--- src/rtl/out_port_scheduler_pkg.sv ---
// Shared types and constants for the output-port scheduler.
// Also holds the state encoding and a small one-hot helper.
package out_port_scheduler_pkg;

  typedef logic [7:0] byte_t;

  localparam logic [1:0] StIdle = 2'd0;
  localparam logic [1:0] StXfer = 2'd1;
  localparam logic [1:0] StGap  = 2'd2;

  localparam int unsigned NPorts = 4;

  function automatic int unsigned onehot_idx(input logic [31:0] oh);
    int unsigned idx;
    idx = 0;
    for (int unsigned i = 0; i < 32; i++) begin
      if (oh[i]) idx = i;
    end
    return idx;
  endfunction

endpackage

--- src/rtl/out_port_scheduler_if.sv ---
// Source-queue and output-port signals of one scheduler instance.
// The slave side is the scheduler; the master side drives the queues and the sink.
interface out_port_scheduler_if
  import out_port_scheduler_pkg::*;
#(
  parameter int unsigned N_SRC = NPorts
) ();

  logic [N_SRC-1:0]   src_valid;
  logic [N_SRC*8-1:0] src_data;
  logic [N_SRC-1:0]   src_last;
  logic [N_SRC-1:0]   src_pop;
  byte_t              port_out;
  logic               port_ready;
  logic               port_read;
  logic [N_SRC-1:0]   grant;
  logic               stall_err;

  modport master (
    output src_valid, src_data, src_last, port_read,
    input  src_pop, port_out, port_ready, grant, stall_err
  );

  modport slave (
    input  src_valid, src_data, src_last, port_read,
    output src_pop, port_out, port_ready, grant, stall_err
  );

endinterface

--- src/rtl/out_port_scheduler_rr_arbiter.sv ---
// Combinational round-robin pick: first requester strictly after ptr_i,
// wrapping around, so ptr_i itself has the lowest priority.
module out_port_scheduler_rr_arbiter #(
  parameter int unsigned N = 4,
  localparam int unsigned PtrW = (N > 1) ? $clog2(N) : 1
) (
  input  logic [N-1:0]    req_i,
  input  logic [PtrW-1:0] ptr_i,
  output logic [N-1:0]    gnt_o
);

  logic [PtrW:0] pos;

  // Scan from the farthest candidate to the nearest so the nearest one wins.
  always_comb begin
    gnt_o = '0;
    pos   = '0;
    for (int unsigned k = N; k >= 1; k--) begin
      pos = {1'b0, ptr_i} + (PtrW + 1)'(k);
      if (pos >= (PtrW + 1)'(N)) pos = pos - (PtrW + 1)'(N);
      if (req_i[pos[PtrW-1:0]]) gnt_o = N'(1) << pos;
    end
  end

endmodule

--- src/rtl/out_port_scheduler.sv ---
// Shares one switch output port among N_SRC packet queues: whole packets are granted
// round-robin, then streamed byte by byte under the port_ready/port_read handshake.
module out_port_scheduler
  import out_port_scheduler_pkg::*;
#(
  parameter int unsigned N_SRC     = NPorts,
  parameter int unsigned IFG       = 1,
  parameter int unsigned STALL_MAX = 255
) (
  input logic                 clk,
  input logic                 rst_n,
  out_port_scheduler_if.slave bus_io
);

  localparam int unsigned PtrW   = (N_SRC > 1) ? $clog2(N_SRC) : 1;
  localparam int unsigned GapW   = (IFG > 1) ? $clog2(IFG) : 1;
  localparam int unsigned StallW = $clog2(STALL_MAX + 1);

  logic [1:0]        state_q, state_d;
  logic [PtrW-1:0]   rr_ptr_q, rr_ptr_d;
  logic [N_SRC-1:0]  grant_q, grant_d;
  byte_t             port_out_q, port_out_d;
  logic              port_ready_q, port_ready_d;
  logic              last_loaded_q, last_loaded_d;
  logic [StallW-1:0] stall_cnt_q, stall_cnt_d;
  logic              stall_err_q, stall_err_d;
  logic [GapW-1:0]   gap_cnt_q, gap_cnt_d;

  logic [N_SRC-1:0]  arb_gnt;
  logic              sel_valid, sel_last;
  byte_t             sel_data;
  logic              load, xfer_done, stall;

  out_port_scheduler_rr_arbiter #(
    .N (N_SRC)
  ) u_arb (
    .req_i (bus_io.src_valid),
    .ptr_i (rr_ptr_q),
    .gnt_o (arb_gnt)
  );

  always_comb begin
    sel_valid = 1'b0;
    sel_last  = 1'b0;
    sel_data  = '0;
    for (int unsigned i = 0; i < N_SRC; i++) begin
      if (grant_q[i]) begin
        sel_valid = bus_io.src_valid[i];
        sel_last  = bus_io.src_last[i];
        sel_data  = bus_io.src_data[8*i +: 8];
      end
    end
  end

  assign xfer_done = port_ready_q & bus_io.port_read;
  // A new byte may enter the output register only when it is empty or draining this cycle.
  assign load  = (state_q == StXfer) & sel_valid & ~last_loaded_q &
                 (~port_ready_q | bus_io.port_read);
  assign stall = (state_q == StXfer) & ~sel_valid & ~last_loaded_q & ~port_ready_q;

  always_comb begin
    state_d       = state_q;
    rr_ptr_d      = rr_ptr_q;
    grant_d       = grant_q;
    port_out_d    = port_out_q;
    port_ready_d  = port_ready_q;
    last_loaded_d = last_loaded_q;
    stall_cnt_d   = stall_cnt_q;
    stall_err_d   = 1'b0;
    gap_cnt_d     = gap_cnt_q;

    case (state_q)
      StIdle: begin
        stall_cnt_d = '0;
        if (|bus_io.src_valid) begin
          grant_d  = arb_gnt;
          rr_ptr_d = PtrW'(onehot_idx(32'(arb_gnt)));
          state_d  = StXfer;
        end
      end
      StXfer: begin
        if (load) begin
          port_out_d    = sel_data;
          port_ready_d  = 1'b1;
          last_loaded_d = sel_last;
          stall_cnt_d   = '0;
        end else if (xfer_done) begin
          port_ready_d = 1'b0;
          if (last_loaded_q) begin
            grant_d       = '0;
            last_loaded_d = 1'b0;
            gap_cnt_d     = '0;
            state_d       = (IFG > 0) ? StGap : StIdle;
          end
        end
        // Saturating: the error fires once, then the scheduler just keeps waiting.
        if (stall && (stall_cnt_q != StallW'(STALL_MAX))) begin
          stall_cnt_d = stall_cnt_q + 1'b1;
          stall_err_d = (stall_cnt_q == StallW'(STALL_MAX - 1));
        end
      end
      StGap: begin
        if (gap_cnt_q == GapW'(IFG - 1)) begin
          state_d = StIdle;
        end else begin
          gap_cnt_d = gap_cnt_q + 1'b1;
        end
      end
      default: state_d = StIdle;
    endcase
  end

  always_ff @(posedge clk or negedge rst_n) begin
    if (!rst_n) begin
      state_q       <= StIdle;
      rr_ptr_q      <= PtrW'(N_SRC - 1);
      grant_q       <= '0;
      port_out_q    <= '0;
      port_ready_q  <= 1'b0;
      last_loaded_q <= 1'b0;
      stall_cnt_q   <= '0;
      stall_err_q   <= 1'b0;
      gap_cnt_q     <= '0;
    end else begin
      state_q       <= state_d;
      rr_ptr_q      <= rr_ptr_d;
      grant_q       <= grant_d;
      port_out_q    <= port_out_d;
      port_ready_q  <= port_ready_d;
      last_loaded_q <= last_loaded_d;
      stall_cnt_q   <= stall_cnt_d;
      stall_err_q   <= stall_err_d;
      gap_cnt_q     <= gap_cnt_d;
    end
  end

  assign bus_io.src_pop    = load ? grant_q : '0;
  assign bus_io.port_out   = port_out_q;
  assign bus_io.port_ready = port_ready_q;
  assign bus_io.grant      = grant_q;
  assign bus_io.stall_err  = stall_err_q;

endmodule

--- src/flat_wrapper.sv ---
// flat-port wrapper written by rule: the top's interface ports become plain ports
module out_port_scheduler_flat import out_port_scheduler_pkg::*;
#(
  parameter int unsigned N_SRC     = NPorts,
  parameter int unsigned IFG       = 1,
  parameter int unsigned STALL_MAX = 255
)
  (clk, rst_n, bus_io_src_valid, bus_io_src_data, bus_io_src_last, bus_io_port_read, bus_io_src_pop, bus_io_port_out, bus_io_port_ready, bus_io_grant, bus_io_stall_err);
  out_port_scheduler_if #(.N_SRC(N_SRC)) bus_io_i ();
  input logic clk;
  input logic rst_n;
  input wire logic [$bits(bus_io_i.src_valid)-1:0] bus_io_src_valid;
  input wire logic [$bits(bus_io_i.src_data)-1:0] bus_io_src_data;
  input wire logic [$bits(bus_io_i.src_last)-1:0] bus_io_src_last;
  input wire logic [$bits(bus_io_i.port_read)-1:0] bus_io_port_read;
  output wire logic [$bits(bus_io_i.src_pop)-1:0] bus_io_src_pop;
  output wire logic [$bits(bus_io_i.port_out)-1:0] bus_io_port_out;
  output wire logic [$bits(bus_io_i.port_ready)-1:0] bus_io_port_ready;
  output wire logic [$bits(bus_io_i.grant)-1:0] bus_io_grant;
  output wire logic [$bits(bus_io_i.stall_err)-1:0] bus_io_stall_err;
  assign bus_io_i.src_valid = bus_io_src_valid;
  assign bus_io_i.src_data = bus_io_src_data;
  assign bus_io_i.src_last = bus_io_src_last;
  assign bus_io_i.port_read = bus_io_port_read;
  assign bus_io_src_pop = bus_io_i.src_pop;
  assign bus_io_port_out = bus_io_i.port_out;
  assign bus_io_port_ready = bus_io_i.port_ready;
  assign bus_io_grant = bus_io_i.grant;
  assign bus_io_stall_err = bus_io_i.stall_err;
  out_port_scheduler #(.N_SRC(N_SRC), .IFG(IFG), .STALL_MAX(STALL_MAX)) u_core (.clk(clk), .rst_n(rst_n), .bus_io(bus_io_i));
endmodule
--- config.mk ---
export PLATFORM = sky130hd
export DESIGN_NAME = out_port_scheduler_flat
export DESIGN_NICKNAME = d
export VERILOG_FILES = /design/src/rtl/out_port_scheduler_pkg.sv /design/src/rtl/out_port_scheduler_if.sv /design/src/rtl/out_port_scheduler_rr_arbiter.sv /design/src/rtl/out_port_scheduler.sv /design/src/flat_wrapper.sv
export SDC_FILE = /design/constraint.sdc
export NUM_CORES = 1
export LEC_CHECK = 0
export CORE_MARGIN = 5
export CORE_UTILIZATION = 49
export CTS_BUF_LIST = sky130_fd_sc_hd__clkbuf_4
export CTS_CLUSTER_SIZE = 24
export DETAILED_ROUTE_END_ITERATION = 12
export PLACE_DENSITY = 0.83
export SLEW_MARGIN = 20
export SYNTH_ARGS = -nofsm -noshare
export SYNTH_HDL_FRONTEND = slang
export SYNTH_SLANG_ARGS = --single-unit
--- constraint.sdc ---
create_clock -name clk -period 3.2 [get_ports clk]
set_clock_uncertainty 0.05 [all_clocks]
set_input_delay 0.64 -clock clk [delete_from_list [all_inputs] [get_ports clk]]
set_output_delay 0.64 -clock clk [all_outputs]
set_load 0.01 [all_outputs]
==> implementation parameters, run 1 <==
Parameter                              Value

Status
  Run status    finished, final reports clean

Placement
  RePlAce Congestion    0.8571
  IO buf count    60
  Pre-CTS setup slack    -9.610 ps
  Placed Instance Area    2709 um^2
  DPL Wire Length    slightly above 4000 um
  Placed cell count    331

Finish
  Area added between synthesis and finish    37.12%
  Finished Core Util    69.12%
  Final Cell Area    2745 um^2
  Ant. Diodes    0
  Post-layout nets    338
  Post-route insts no fill    about 340
  Share of post-route cells with drive strength above 1    11.23%
  Count of fill cells added during filler insertion    329

Pwr
  Net switching component of the power    0.9763 mW
  Final Power    2.195 mW
  Part of the power in combinational logic    about two thirds
  Switching part of the total power    44.47%
  Clock group share of total power    7.1%
  Largest vdd supply drop    387.7 uV
  Leakage power    1.139 nW
  Sequential power share    approximately a quarter
  Power Dens Cells    799.7 nW/um^2
  Internal power    1.219 mW

Synthesis
  Post-synthesis instance total    221
  Fraction of synthesized cell area taken by the top area cell type    31.25%
  Average size of a mapped cell    9.058 um^2
  Number of flops mapped to enable cells by yosys    0
  Primary flip-flop cell chosen by synthesis mapping    sky130_fd_sc_hd__dfrtp_1
  Number of different library cells in the post-synthesis netlist    52
  Biggest area contributors in the synthesized netlist    sky130_fd_sc_hd__dfrtp_1 (31%), sky130_fd_sc_hd__ha_1 (5.6%), sky130_fd_sc_hd__a21oi_1 (5.0%)
  Ys Warns    0
  Sequential-to-total area share from yosys stat    33.88%
  Flop and latch count out of synthesis    27
  Net count after synthesis    about 270
  Cell accounting for the most synthesized area    sky130_fd_sc_hd__dfrtp_1
  Post-synth ARST share    100.0%
  Mapped Area    between 2000 and 2500 um^2

Global routing
  Largest net degree at the start of global routing    28
  Number of antenna violations at the first check in global routing    0
  Wire length of the first global-routing pass    8673 um
  Sum of overflow across all layers after global routing    0
  GRT Total Usage    20.18%
  Vias in the first global route    1874

Routing
  Via total after detailed routing    1967
  Remaining DRCs    0
  Drt via density    5.872
  First-pass iteration count of the detailed router    5
  DRT iter0 DRCs    73
  Total Wirelength    5230 um
  Routed length per placed instance    between 15 and 20 um
  Final antenna-violating net count    0

Floorplan
  Initial core utilization    50.41%
  Die Y    about 74 um
  I/O pins    61
  Core box area    around 4000 um^2
  Standard-cell row count    23
  Die span in x    ~74 um
  Die outline area    around 5500 um^2

Setup path
  Crit-path max cell delay    roughly 530 ps
  Reg-to-reg slack, setup    about 590 ps
  Worst reg-to-reg path cell count    7
  Category of the critical setup timing path    in -> out
  Critical-path cell list    clkdlybuf4s50_1 > inv_1 > a211o_1 > nor3_4 > and2_1 > clkdlybuf4s50_1
  Reg2Reg Launch Point    u_core.rr_ptr_q[1]
  Buffer and inverter count on the worst path    3
  Capturing element type of the critical path    primary output
  Capturing point of the worst reg2reg path    u_core.bus_io.grant[0]
  Cell type with the highest occurrence count on the critical path    sky130_fd_sc_hd__clkdlybuf4s50_1
  Crit path launch type    input port
  Crit Path Max Fanout    4
  Slowest cell on the critical path    sky130_fd_sc_hd__clkdlybuf4s50_1
  Cell family with the largest share of critical-path delay    buffers and inverters
  Critical Path AT    2420 ps
  Req. time, crit path    approximately 2500 ps

Clocking
  Clk sink count    27
  Clock slew seen by the registers of the worst setup and hold paths    150 ps
  Post-CTS setup buffer count    0
  Bufs on Longest Clock Path    2
  Number of buffers inserted during clock tree synthesis    3
  CTS tree    yes
  Number of buffers added to fix hold violations after cts    0
  Clk Tree Root Cell    sky130_fd_sc_hd__clkbuf_4
  Number of H-tree branching levels    1
  Clk Latency, worst-skew pair    about 340 ps

Min path
  Worst Hold End    u_core.bus_io.port_out[6]
  Classification of the worst-slack hold path    reg -> reg
  Cells on Worst Hold Path    1
  Hold wc startpoint    u_core.bus_io.port_out[6]

STA
  Setup slack of the critical path after layout    89.44 ps
  Hold Violations, Final    0
  Final Max Tran Viols    0
  Maximum clock frequency    321.5 MHz
  Post-route fraction of the period consumed by the critical path    a little over nine tenths
  Min Clock Period, post-route    3111 ps
  Worst Hold Margin    470.1 ps
  Total negative setup slack    0 ps
  Final count of negative-setup-slack endpoints    0
  Worst Tran Pin Value    between 400 and 500 ps
  RSZ-0062 raised after global routing    false
  Max-slew headroom    67.69%

Run
  Number of maximum-capacitance constraint violations    0
## power groups by stage
stage	registers [mW]	clock network, mW	logic [mW]
after floorplan	0.607	0	0.947
after global placement	0.587	0	1.42
after detailed placement	0.590	0	1.44
after CTS	0.582	0.157	1.46
after global routing	0.608	0.175	1.62
final	0.582	0.156	1.46
## worst reg2reg max path: cells and delay by family, from the launching register on
family / cells / cell delay, ps
compound gates: 2 / 300
buf+inv: 1 / 130
fa+ha+maj: 1 / 390
mux: 2 / 460
simple gates: 1 / 530
flops: 1 / 660
## per-layer routing
layer  track usage [%]  share of wire [%]  routed length, um
met1             26.47                 44               2312
met5                 0                  0                  0
met3             3.694                6.5                340
met2             34.65                 48               2531
met4             4.427               0.86                 45
## worst max-delay path by stage
stage / startpoint / endpoint / cells past startpoint
6_report: bus_io_port_read / bus_io_src_pop[2] / 6
5_1_grt: bus_io_port_read / bus_io_src_pop[2] / 6
4_1_cts: bus_io_port_read / bus_io_src_pop[2] / 6
3_5_place_dp: bus_io_port_read / bus_io_src_pop[2] / 6
3_3_place_gp: bus_io_port_read / bus_io_src_pop[2] / 6
2_1_floorplan: u_core.rr_ptr_q[0] / u_core.bus_io.grant[0] / 8
## state kept, by name, summed over array words and instances, names as in the netlist
register	flops
u_core.rr_ptr_q	2
u_core.last_loaded_q	1
u_core.bus_io.grant	4
u_core.bus_io.stall_err	1
u_core.bus_io.port_ready	1
u_core.stall_cnt_q	8
u_core.bus_io.port_out	8
u_core.state_q	2
## layout make-up
class / instances / area (um^2) / share of cell area (%)
Tap cell: 50 / 62.56 / 2.279
Inverter: 5 / 18.77 / 0.6837
Sequential cell: 27 / 678.2 / 24.70
Clock inverter: 1 / 5.005 / 0.1823
Timing Repair Buffer: 75 / 715.7 / 26.07
Multi-Input combinational cell: 174 / 1242 / 45.26
Clock buffer: 3 / 22.52 / 0.8204
## cell families (layout without fill, tap and decap cells)
| logic type | Yosys count | count (layout) | share of synthesized area, % |
|---|---|---|---|
| compound gates | 74 | 74 | 25.88 |
| simple gates | 78 | 78 | 21.44 |
| mux | 13 | 13 | 8.562 |
| flops | 27 | 27 | 33.87 |
| fa+ha+maj | 9 | 9 | 5.625 |
| buf+inv | 20 | 84 | 4.625 |
## repair_timing
| item | 4_1_cts | 5_1_grt |
|---|---|---|
| pin swaps | 0 | 1 |
| endpoints found under the setup margin | 1 | 3 |
| resized for setup | 1 | 1 |
| endpoints found under the hold margin | 0 | 0 |
## synth_stat cells (all sizes together) (3+ instances only)
master / number
buf: 5
o21a: 4
nand3: 5
dfrtp: 25
ha: 9
a2111oi: 3
a211o: 3
inv: 5
o21bai: 4
nor2: 12
nor3b: 3
and2: 3
nor2b: 12
mux2: 3
a21oi: 20
mux2i: 7
mux4: 3
nand2: 14
nor3: 12
nand2b: 4
clkbuf: 10
a221oi: 9
o21ai: 12
a21o: 4
## cell usage in the layout, fill, tap and decap left out, types with 7 or more instances in the layout
cell type,netlist,routed
sky130_fd_sc_hd__clkdlybuf4s50_1,0,59
sky130_fd_sc_hd__dfrtp_1,25,25
sky130_fd_sc_hd__a21oi_1,20,20
sky130_fd_sc_hd__buf_4,0,15
sky130_fd_sc_hd__nand2_1,14,14
sky130_fd_sc_hd__nor2b_1,12,12
sky130_fd_sc_hd__nor2_1,12,12
sky130_fd_sc_hd__o21ai_0,11,11
sky130_fd_sc_hd__nor3_1,12,11
sky130_fd_sc_hd__a221oi_1,9,9
sky130_fd_sc_hd__ha_1,9,9
sky130_fd_sc_hd__mux2i_1,7,7
Note: power is estimated with default switching activity, not from simulation.
==> run 2, diff against run 1 <==
CORE_ASPECT_RATIO = 1.4   (was default)
==> implementation parameters, run 2 (synthesis results as in run 1) <==
Parameter                              Value

Setup path
  Critical-path cell list    clkdlybuf4s50_1 > a211o_1 > a21oi_1 > nor3_4 > and2_1 > clkdlybuf4s50_1
  Crit-path max cell delay    480 ps
  Req. time, crit path    2510 ps
  Total stage count of the critical path    6
  Critical Path AT    2430 ps
  Cell family with the largest share of critical-path delay    buffers and inverters
  Crit path launch type    input port
  Capturing element type of the critical path    primary output
  Crit Path Max Fanout    5
  Worst reg-to-reg path cell count    7
  Category of the critical setup timing path    in -> out
  Cell type with the highest occurrence count on the critical path    sky130_fd_sc_hd__clkdlybuf4s50_1
  Slowest cell on the critical path    sky130_fd_sc_hd__clkdlybuf4s50_1
  Buffer and inverter count on the worst path    2

Floorplan
  Die outline area    5482 um^2
  Standard-cell row count    27
  Initial core utilization    approximately half
  I/O pins    61
  Die Y    85.63 um
  Die span in x    64.02 um
  Core box area    slightly below 4000 um^2

Clocking
  Clk sink count    27
  Clk Latency, worst-skew pair    330 ps
  Number of H-tree branching levels    1
  Number of buffers inserted during clock tree synthesis    3
  Number of buffers added to fix hold violations after cts    0
  Clk Tree Root Cell    sky130_fd_sc_hd__clkbuf_4
  CTS tree    yes
  Bufs on Longest Clock Path    2
  Post-CTS setup buffer count    0
  Clock slew seen by the registers of the worst setup and hold paths    160 ps

STA
  Worst Tran Pin Value    962.0 ps
  Final count of negative-setup-slack endpoints    0
  Hold Violations, Final    0
  Min Clock Period, post-route    3119 ps
  RSZ-0062 raised after global routing    false
  Total negative setup slack    0 ps
  Max-slew headroom    approximately 36%
  Final Max Tran Viols    0
  Post-route fraction of the period consumed by the critical path    between 90% and 100%
  Maximum clock frequency    320.6 MHz

Run
  Number of maximum-capacitance constraint violations    0

Pwr
  Power Dens Cells    about 810 nW/um^2
  Leakage power    1.127 nW
  Largest vdd supply drop    578.6 uV

Placement
  RePlAce Congestion    0.8507
  DPL Wire Length    4405 um
  IO buf count    60
  Placed Instance Area    2708 um^2

Status
  Run status    finished, final reports clean

Routing
  Final antenna-violating net count    0
  Drt via density    around 6
  First-pass iteration count of the detailed router    6
  Total Wirelength    approximately 5500 um
  Routed length per placed instance    16.84 um
  Via total after detailed routing    1926
  Remaining DRCs    0
  DRT iter0 DRCs    70

Min path
  Classification of the worst-slack hold path    reg -> reg
  Cells on Worst Hold Path    1

Global routing
  Vias in the first global route    1905
  Wire length of the first global-routing pass    9494 um
  Number of antenna violations at the first check in global routing    0
  GRT Total Usage    21.25%
  Largest net degree at the start of global routing    28
  Sum of overflow across all layers after global routing    0

Finish
  Commonest non-fill, non-tap cell in the layout    sky130_fd_sc_hd__clkdlybuf4s50_1
  Final Cell Area    2743 um^2
  Post-layout nets    339
  Share of post-route cells with drive strength above 1    11.54%
  Top library cells by usage in the layout, fill and taps aside    sky130_fd_sc_hd__clkdlybuf4s50_1 (59), sky130_fd_sc_hd__dfrtp_1 (25), sky130_fd_sc_hd__a21oi_1 (20)
  Ant. Diodes    0
  Area added between synthesis and finish    37.00%
[run 2: changes by cell type in the layout (fill, tap and decap cells not counted), sizes merged]
cell	delta
dlygate4sd2	+1
buf	+1
dlymetal6s2s	-1
clkinv	-1
clkinvlp	+1
[run 2: area by class of cell]
cell class	instances	area (um^2)
inverter	5	18.77
tap	43	53.80
multi-input combinational	174	1242
timing repair buffer	76	719.4
sequential	27	678.2
clock inverter	1	7.507
fill	321	1210
clock buffer	3	22.52
[run 2: power breakdown]
| part | internal, mW | switching [mW] |
|---|---|---|
| Sequential | 0.472 | 0.118 |
| Clock | 0.0478 | 0.105 |
| Combinational | 0.706 | 0.777 |
[run 2: layer usage]
metal  wire length, um  vias to the layer above  part of all wire (%)  global-route usage, %
met3               229                        8                   4.1                  3.408
met2              3015                       46                    54                  37.60
met5                 0                        -                     0                      0
li1                  -                      964                     -                      -
met1              2195                      908                    40                  26.45
met4                99                        0                   1.8                  5.482
[run 2: worst register-to-register path, cell delays in order (launching register included)]
cell                      delay [ps]
sky130_fd_sc_hd__dfstp_2         670
sky130_fd_sc_hd__inv_1           130
sky130_fd_sc_hd__ha_1            390
sky130_fd_sc_hd__mux4_2          370
sky130_fd_sc_hd__or4b_1          520
sky130_fd_sc_hd__o21ai_0          90
sky130_fd_sc_hd__mux2i_1          90
sky130_fd_sc_hd__o31ai_1         260
[run 2: final timing paths]
check / from / end / slack [ps]
setup / recovery: bus_io_src_valid[1] / bus_io_src_pop[0] / 80
hold / removal: u_core.bus_io.port_out[6] / u_core.bus_io.port_out[6] / 460
setup reg to reg: u_core.rr_ptr_q[1] / u_core.bus_io.grant[0] / 530
hold reg to reg: u_core.bus_io.port_out[6] / u_core.bus_io.port_out[6] / 460
max in group asynchronous: rst_n / u_core.rr_ptr_q[0] / 2160
min in group asynchronous: rst_n / u_core.bus_io.port_out[0] / 610
[run 2: through the flow]
| stage | cells | power (mW) | setup WS, ps | hold slack, ps | utilization (%) |
|---|---|---|---|---|---|
| detailed placement | 325 | 2.066 | -39.65 | 428.7 | 68.50 |
| finish | 329 | 2.225 | 81.06 | 460.2 | 69.39 |
| global route | 329 | 2.425 | 18.41 | 491.0 | 69.39 |
| CTS | 329 | 2.236 | 1.609 | 464.7 | 69.39 |
| global placement | 325 | 2.022 | -31.06 | 424.8 | 68.50 |
| floorplan | 221 | 1.554 | 631.0 | 294.4 | - |
[run 2: timing repair]
item                                   4_1_cts  5_1_grt
endpoints found under the hold margin        0        0
gates resized for setup                      2        0
setup endpoints to repair                    3        2
cloned                                       0        0
pin swaps                                    0        1
